File: config.mk
export PLATFORM = sky130hd
export DESIGN_NAME = arbitro_memoria_dados
export DESIGN_NICKNAME = d
export VERILOG_FILES = /design/src/rtl/arbitro_pkg.sv /design/src/rtl/contador_saturado.sv /design/src/rtl/arbitro_memoria_dados.sv
export SDC_FILE = /design/constraint.sdc
export NUM_CORES = 1
export LEC_CHECK = 0
export CORE_MARGIN = 1
export CORE_UTILIZATION = 36
export DETAILED_ROUTE_END_ITERATION = 8
export HOLD_SLACK_MARGIN = 0.08
export PLACE_DENSITY = 0.82
export SETUP_SLACK_MARGIN = 0.05
export SYNTH_ARGS = -nofsm -noshare
export SYNTH_HDL_FRONTEND = slang
export SYNTH_HIERARCHICAL = 1
export SYNTH_SLANG_ARGS = --single-unit
File: constraint.sdc
create_clock -name clk -period 2.23 [get_ports clk]
set_clock_uncertainty 0.15 [all_clocks]
set_input_delay 0.446 -clock clk [delete_from_list [all_inputs] [get_ports clk]]
set_output_delay 0.446 -clock clk [all_outputs]
set_load 0.02 [all_outputs]
File: src/rtl/arbitro_pkg.sv
// Shared constants for the data-memory arbiter: default widths and FSM state encodings.
package arbitro_pkg;

  localparam int unsigned ADDR_WIDTH = 7;
  localparam int unsigned DATA_WIDTH = 32;

  localparam logic [1:0] ARB_IDLE  = 2'd0;
  localparam logic [1:0] ARB_WAIT  = 2'd1;
  localparam logic [1:0] ARB_STEAL = 2'd2;

endpackage

File: src/rtl/contador_saturado.sv
// Saturating up-counter with synchronous clear and asynchronous active-low reset.
module contador_saturado #(
  parameter int unsigned WIDTH = 16
) (
  input  logic             clk,
  input  logic             reset,
  input  logic             inc,
  input  logic             clr,
  output logic [WIDTH-1:0] count
);

  logic [WIDTH-1:0] count_q;

  always_ff @(posedge clk or negedge reset) begin
    if (!reset) begin
      count_q <= '0;
    end else if (clr) begin
      count_q <= '0;
    end else if (inc && (count_q != {WIDTH{1'b1}})) begin
      count_q <= count_q + 1'b1;
    end
  end

  assign count = count_q;

endmodule

File: src/rtl/arbitro_memoria_dados.sv
// Shares the data memory between the core (priority, zero latency) and a host port;
// a starved host steals one core cycle via core_stall.
module arbitro_memoria_dados #(
  parameter int unsigned DATA_WIDTH   = arbitro_pkg::DATA_WIDTH,
  parameter int unsigned ADDR_WIDTH   = arbitro_pkg::ADDR_WIDTH,
  parameter int unsigned STARVE_LIMIT = 4,
  parameter int unsigned CNT_WIDTH    = 16
) (
  input  logic                  clk,
  input  logic                  reset,
  input  logic [ADDR_WIDTH-1:0] core_addr,
  input  logic [DATA_WIDTH-1:0] core_wdata,
  input  logic                  core_we,
  input  logic                  core_re,
  output logic [DATA_WIDTH-1:0] core_rdata,
  output logic                  core_stall,
  input  logic                  host_req,
  input  logic                  host_we,
  input  logic [ADDR_WIDTH-1:0] host_addr,
  input  logic [DATA_WIDTH-1:0] host_wdata,
  output logic                  host_gnt,
  output logic [DATA_WIDTH-1:0] host_rdata,
  output logic                  host_rvalid,
  output logic [ADDR_WIDTH-1:0] mem_addr,
  output logic [DATA_WIDTH-1:0] mem_wdata,
  output logic                  mem_we,
  output logic                  mem_re,
  input  logic [DATA_WIDTH-1:0] mem_rdata,
  output logic [CNT_WIDTH-1:0]  conflict_cnt
);
  import arbitro_pkg::*;

  localparam logic [7:0] Limit = 8'(STARVE_LIMIT);

  logic [1:0]            state_q, state_d;
  logic [7:0]            wait_cnt_q, wait_cnt_d;
  logic [DATA_WIDTH-1:0] host_rdata_q;
  logic                  host_rvalid_q;
  logic                  core_active, steal, denial;

  assign core_active = core_re | core_we;
  assign steal       = (state_q == ARB_STEAL);
  assign host_gnt    = host_req & (~core_active | steal);
  assign core_stall  = steal & host_req;
  assign denial      = host_req & core_active & ~steal;

  always_comb begin
    mem_addr   = core_addr;
    mem_wdata  = core_wdata;
    mem_we     = core_we;
    mem_re     = core_re;
    core_rdata = mem_rdata;
    if (host_gnt) begin
      mem_addr   = host_addr;
      mem_wdata  = host_wdata;
      mem_we     = host_we;
      mem_re     = ~host_we;
      core_rdata = '0;
    end
  end

  always_comb begin
    state_d    = state_q;
    wait_cnt_d = wait_cnt_q;
    case (state_q)
      ARB_IDLE: begin
        if (denial) begin
          wait_cnt_d = 8'd1;
          state_d    = (Limit == 8'd1) ? ARB_STEAL : ARB_WAIT;
        end
      end
      ARB_WAIT: begin
        if (denial) begin
          wait_cnt_d = wait_cnt_q + 8'd1;
          if (wait_cnt_d == Limit) state_d = ARB_STEAL;
        end else begin
          // Not denied in WAIT means either granted or the request went away.
          wait_cnt_d = 8'd0;
          state_d    = ARB_IDLE;
        end
      end
      default: begin
        wait_cnt_d = 8'd0;
        state_d    = ARB_IDLE;
      end
    endcase
  end

  always_ff @(posedge clk or negedge reset) begin
    if (!reset) begin
      state_q       <= ARB_IDLE;
      wait_cnt_q    <= 8'd0;
      host_rdata_q  <= '0;
      host_rvalid_q <= 1'b0;
    end else begin
      state_q       <= state_d;
      wait_cnt_q    <= wait_cnt_d;
      host_rvalid_q <= host_gnt & ~host_we;
      if (host_gnt && !host_we) host_rdata_q <= mem_rdata;
    end
  end

  assign host_rdata  = host_rdata_q;
  assign host_rvalid = host_rvalid_q;

  contador_saturado #(
    .WIDTH(CNT_WIDTH)
  ) u_conflitos (
    .clk  (clk),
    .reset(reset),
    .inc  (denial),
    .clr  (1'b0),
    .count(conflict_cnt)
  );

endmodule

* After elaboration in Yosys (flattened, before gate mapping)
Index checks and enable logic that the tools add are counted.
** Storage, ports and cells
- Register bits :: 59
- Input bits :: 116
- Output and inout port bits :: 124
- Word-level logic and storage cells :: 40
** Cells by class
- Add/sub/neg operators :: 2
- Eq/ne operators :: 6
- Multiplexer cells :: 12
- Bitwise gates (word level) :: 10
- Reductions and logical operators :: 5
** Operators by type and width (number)
- $mux 32 :: 2
- $add 16x1->16 const B :: 1
- $mux 8 :: 2
- $ne 16x16->1 const B :: 1
- $pmux 8 s2 :: 1
- $add 8x1->8 const B :: 1
- $eq 8x3->1 const B :: 1
- $mux 7 :: 1
- $mux 2 :: 3
- $and 1x1->1 :: 5
- $pmux 2 s2 :: 1
- $ne 3x3->1 const B :: 1
- $not 1->1 :: 3
- $eq 2x1->1 const B :: 1
- $eq 2x2->1 const B :: 1
- $logic_and 1x1->1 :: 2
- $logic_not 2->1 :: 1
- $mux 1 :: 2
- $ne 2x1->1 const B :: 1
- $or 1x1->1 :: 2
- $reduce_and 2->1 :: 1
- $logic_not 1->1 :: 1

* Logic depth before layout (Yosys ltp)
- Depth in word-level cells :: 5
- Gate-level depth with buffers :: 8
- Depth with buffers taken out :: 5

* Hierarchy
The synthesis kept the hierarchy.
** Modules (own cells, without submodules)
- arbitro_memoria_dados :: times used 1, cells an instance 219, area each 2560.0 um^2, seq. area each 1076.0 um^2
- contador_saturado :: times used 1, cells an instance 98, area each 942.2 um^2, seq. area each 400.4 um^2

* Worst setup path after synthesis
Ideal clock, no wire load.
- Path type :: input to register
- From :: in core_we
- To :: reg u_conflitos.count_q[3], in the netlist u_conflitos/count[3]
- Setup time :: 0.077 ns
- Arrival :: 1.975 ns
- Required time :: 2.003 ns
- Path slack :: 0.027 ns
- Stages :: 7
- Buffers on the path :: 2
- Cell sequence :: o21ai_1 > clkbuf_1 > nor2_1 > inv_1 > clkbuf_1 > or4_2 > a21oi_1
** Between the ends
- Longest elaborated chain between the ends :: 4
** Ends and longest elaborated chain
- from (decl) :: RTL line arbitro_memoria_dados.sv:13 : input logic core_we,
- $or 1x1->1 :: RTL line arbitro_memoria_dados.sv:41 : assign core_active = core_re | core_we;
- $and 1x1->1 (2 in a row) :: RTL line arbitro_memoria_dados.sv:45 : assign denial = host_req & core_active & ~steal;
- via denial :: RTL line arbitro_memoria_dados.sv:39 : logic core_active, steal, denial;
- $logic_and 1x1->1 :: RTL line contador_saturado.sv:19 : end else if (inc && (count_q != {WIDTH{1'b1}})) begin
- to (signal assigned) :: RTL line contador_saturado.sv:20 : count_q <= count_q + 1'b1;
- to (decl) :: RTL line contador_saturado.sv:12 : logic [WIDTH-1:0] count_q;
The timed path passes the listed nets, and every way through them passes these cells.
A chain may end at the register's enable or synchronous reset.

* Worst setup path after layout
- From :: reg state_q[1]
- To :: out mem_wdata[24]
** Between the ends
- Longest elaborated chain between the ends :: 4
** Ends and longest elaborated chain
- from (decl) :: RTL line arbitro_memoria_dados.sv:35 : logic [1:0] state_q, state_d;
- from (signal assigned) :: RTL line arbitro_memoria_dados.sv:96 : state_q <= state_d;
- $eq 2x2->1 :: RTL line arbitro_memoria_dados.sv:42 : assign steal = (state_q == ARB_STEAL);
- $or 1x1->1 :: RTL line arbitro_memoria_dados.sv:43 : assign host_gnt = host_req & (~core_active | steal);
- $and 1x1->1 :: RTL line arbitro_memoria_dados.sv:43
- $mux 32 :: RTL line arbitro_memoria_dados.sv:53 : if (host_gnt) begin
- to (decl) :: RTL line arbitro_memoria_dados.sv:25 : output logic [DATA_WIDTH-1:0] mem_wdata,
Every way passes these cells.

==> flow_metrics.tcl <==
set metrics [dict create \
    violations "setup timing" \
    track_usage_pct 30.6 \
    finalCritPeriodShare_pct 116 \
    fmax_mhz 387 \
    globalRouteOverflowTotal 0 \
    clock-sinks 59 \
    drtPass1Iterations 4 \
    pwr_density_cell_nw_per_um2 556 \
    h-tree-depth 3 \
    rows 35 \
    antenna_found_initial 0 \
    cp_max_fo 8 \
    drt_iter0_markers 105 \
    synth-seq-area-share_pct 42.2 \
    fin_nets 716 \
    drv_slew 0 \
    finalWirelength_mm 15.5 \
    viasPerCell 5.15 \
    crit_type "reg2out" \
    finalSetupTns_ns -20.10 \
    setup_viol 73 \
    cts_tree "done" \
    tightest_slew_ns 0.608 \
    cp_slowest_stage_delay_ns 0.38 \
    ys_types 49 \
    clock_latency_ns 0.34 \
    relSlewSlack_pct 59.4 \
    synth.top_cell.area_share_pct 42.2 \
    post-route-min-period_ns 2.59 \
    ant_nets 0 \
    wl_per_cell_microns 21.2 \
    static-leakage-power_nw 3.09 \
    routed-via-count 3768 \
    rsz0062_at_grt "yes" \
    synth_top_area_cell "dfrtp_1" \
    die_x_microns 101 \
    hold_slack_ns 0.340 \
    critPathSlowestCell "dfrtp_1" \
    avgSynthCellArea_sq_um 11.0 \
    maxCapViolCount 0 \
    synth_warnings 6 \
    syn_area_sq_um 3500 \
    grt_max_degree 34 \
    synth_edf_count 0 \
    dp_hpwl_mm 10.8 \
    synth_area_leaders "dfrtp_1 (42%), mux2_1 (24%), and2_1 (5.9%), a21oi_1 (1.9%), nand3_1 (1.9%)" \
    ir_worst_vdd_mv 0.405 \
    coreArea_sq_um 9330 \
    drc 0 \
    cp-end-kind "output port" \
    cts-root-buf "clkbuf_8" \
    gp_congestion 0.886 \
    post-route-util_pct 74.1 \
    synthToLayoutAreaGrowth_pct 97.4 \
    die_y_microns 101 \
    worstPathRequired_ns 1.63 \
    die_area_sq_um 10100 \
    hold_viol 0 \
    ys_async_sr_fraction_pct 100 \
    synth_ff_type "dfrtp_1" \
    drive_gt1_share_pct 37.6 \
    hp-class "reg2reg" \
    crit_path_start_kind "flop" \
    finalWorstSetupSlack_ns -0.356 \
    crit_chain "and2b_2, o21ai_4, buf_6, buf_6, buf_16, mux2_4, buf_6" \
    holdPathStages 1 \
    diodes 0 \
    total_power_mw 3.84 \
    clockBufferDepth 2 \
    grt_pass1_wl_mm 22.6 \
    status "finished, violations left" \
    crit_arrival_ns 1.99 \
    rr_worst_depth 7 \
    start_util_pct 37.5 \
    grt_pass1_vias 3866 \
    io_buffers 239 \
    syn_inst 317 \
    ioPinCount 240 \
    cts_buffers 9 \
    ys_seq_elements 59 \
    path_clk_slew_ns 0.06 \
    path_common_cell "buf_6" \
]
worst paths after layout:
| check | startpoint | endpoint | slack (ns) |
|---|---|---|---|
| min reg2reg | host_rdata[18] | host_rdata[18] | 0.34 |
| max | state_q[1] | mem_wdata[24] | -0.36 |
| min | host_rdata[18] | host_rdata[18] | 0.34 |
| min in group asynchronous | reset | host_rdata[15] | 0.49 |
| max reg2reg | state_q[1] | u_conflitos/count[6] | 0.08 |
| max in group asynchronous | reset | host_rdata[2] | 0.73 |
critical path, delay by kind of cell (launching register included):
family                 cells  cell delay [ns]
multiplexers               1             0.32
AO/OA/AOI/OAI              1             0.18
flip-flops                 1             0.38
buffers and inverters      4             0.54
AND/OR/NAND/NOR            1             0.23
metrics by stage:
stage          instance area [sq um]  std cells  setup WS (ns)
6_report                        6910        732         -0.356
4_1_cts                         6870        730         -0.375
3_3_place_gp                    6160        694         -0.864
3_5_place_dp                    6160        694         -0.887
2_1_floorplan                   3510        318         0.0759
5_1_grt                         6910        732         -0.412
sequential cells by signal, indices dropped and copies added (netlist names):
name / count
host_rdata: 32
u_conflitos/count: 16
wait_cnt_q: 8
state_q: 2
host_rvalid: 1
what timing repair did:
item	CTS	global route
gates resized for setup	494	14
buffers inserted	12	3
cloned	7	0
setup endpoints to repair	87	83
hold endpoints to repair	25	0
pin swaps	23	13
hold buffers	1	0
cell usage in the layout, fill, tap and decap left out, drive strengths merged, types with 3 or more instances in the layout:
cell and n:
a21oi 13, nand2 9, nand4 8, o21ai 7
nor4 6, nand3b 3, o211ai 3, clkdlybuf4s50 160
buf 123, or4 9, mux2 77, o31ai 7
dfrtp 59, o2111ai 3, clkbuf 11, nand3 13
nor2 9, and2 33, or3 4, dlygate4sd2 3
inv 6, nor2b 5
cells in the mapped netlist, types with 3 or more instances:
| cell type | count |
|---|---|
| nor2_1 | 8 |
| and2_1 | 33 |
| nor2b_1 | 5 |
| nand3_1 | 13 |
| buf_4 | 7 |
| nand3b_1 | 3 |
| o31ai_1 | 7 |
| mux2_2 | 3 |
| o21ai_1 | 5 |
| nand2_1 | 9 |
| inv_1 | 5 |
| mux2_1 | 74 |
| a21oi_1 | 13 |
| dfrtp_1 | 59 |
| or4_1 | 7 |
| nand4_1 | 7 |
| or3_1 | 3 |
| nor4_1 | 5 |
| clkbuf_1 | 9 |
| o2111ai_1 | 3 |
per-layer routing:
layer / wire length, microns / up-vias / track usage [%]
met4: 587 / 0 / 13.6
li1: - / 1725 / -
met3: 1090 / 35 / 8.32
met5: 0 / - / 0
met2: 8340 / 155 / 56.9
met1: 5500 / 1853 / 32.0
cell families after synthesis:
| logic type | share of synthesized area, % |
|---|---|
| xor+xnor | 0.750 |
| fa+ha+maj | 0.714 |
| other cells | 0.107 |
| mux | 24.8 |
| compound gates | 7.97 |
| flops | 42.2 |
| buf+inv | 3.82 |
| simple gates | 19.7 |
power by group:
group | switching [mW] | internal, mW
clock network | 0.438 | 0.626
logic | 0.664 | 0.820
registers | 0.0803 | 1.21
total | 1.18 | 2.66
cell type report:
cell class              instances  area (sq um)
clock inverters                 5          77.6
repair buffers                288          2920
flip-flops and latches         59          1480
multi-input cells             233          2110
well taps                     129           161
inverters                       7          32.5
fillers                       637          2420
clock buffers                  11           131
Power figures use the tool's default switching activity.
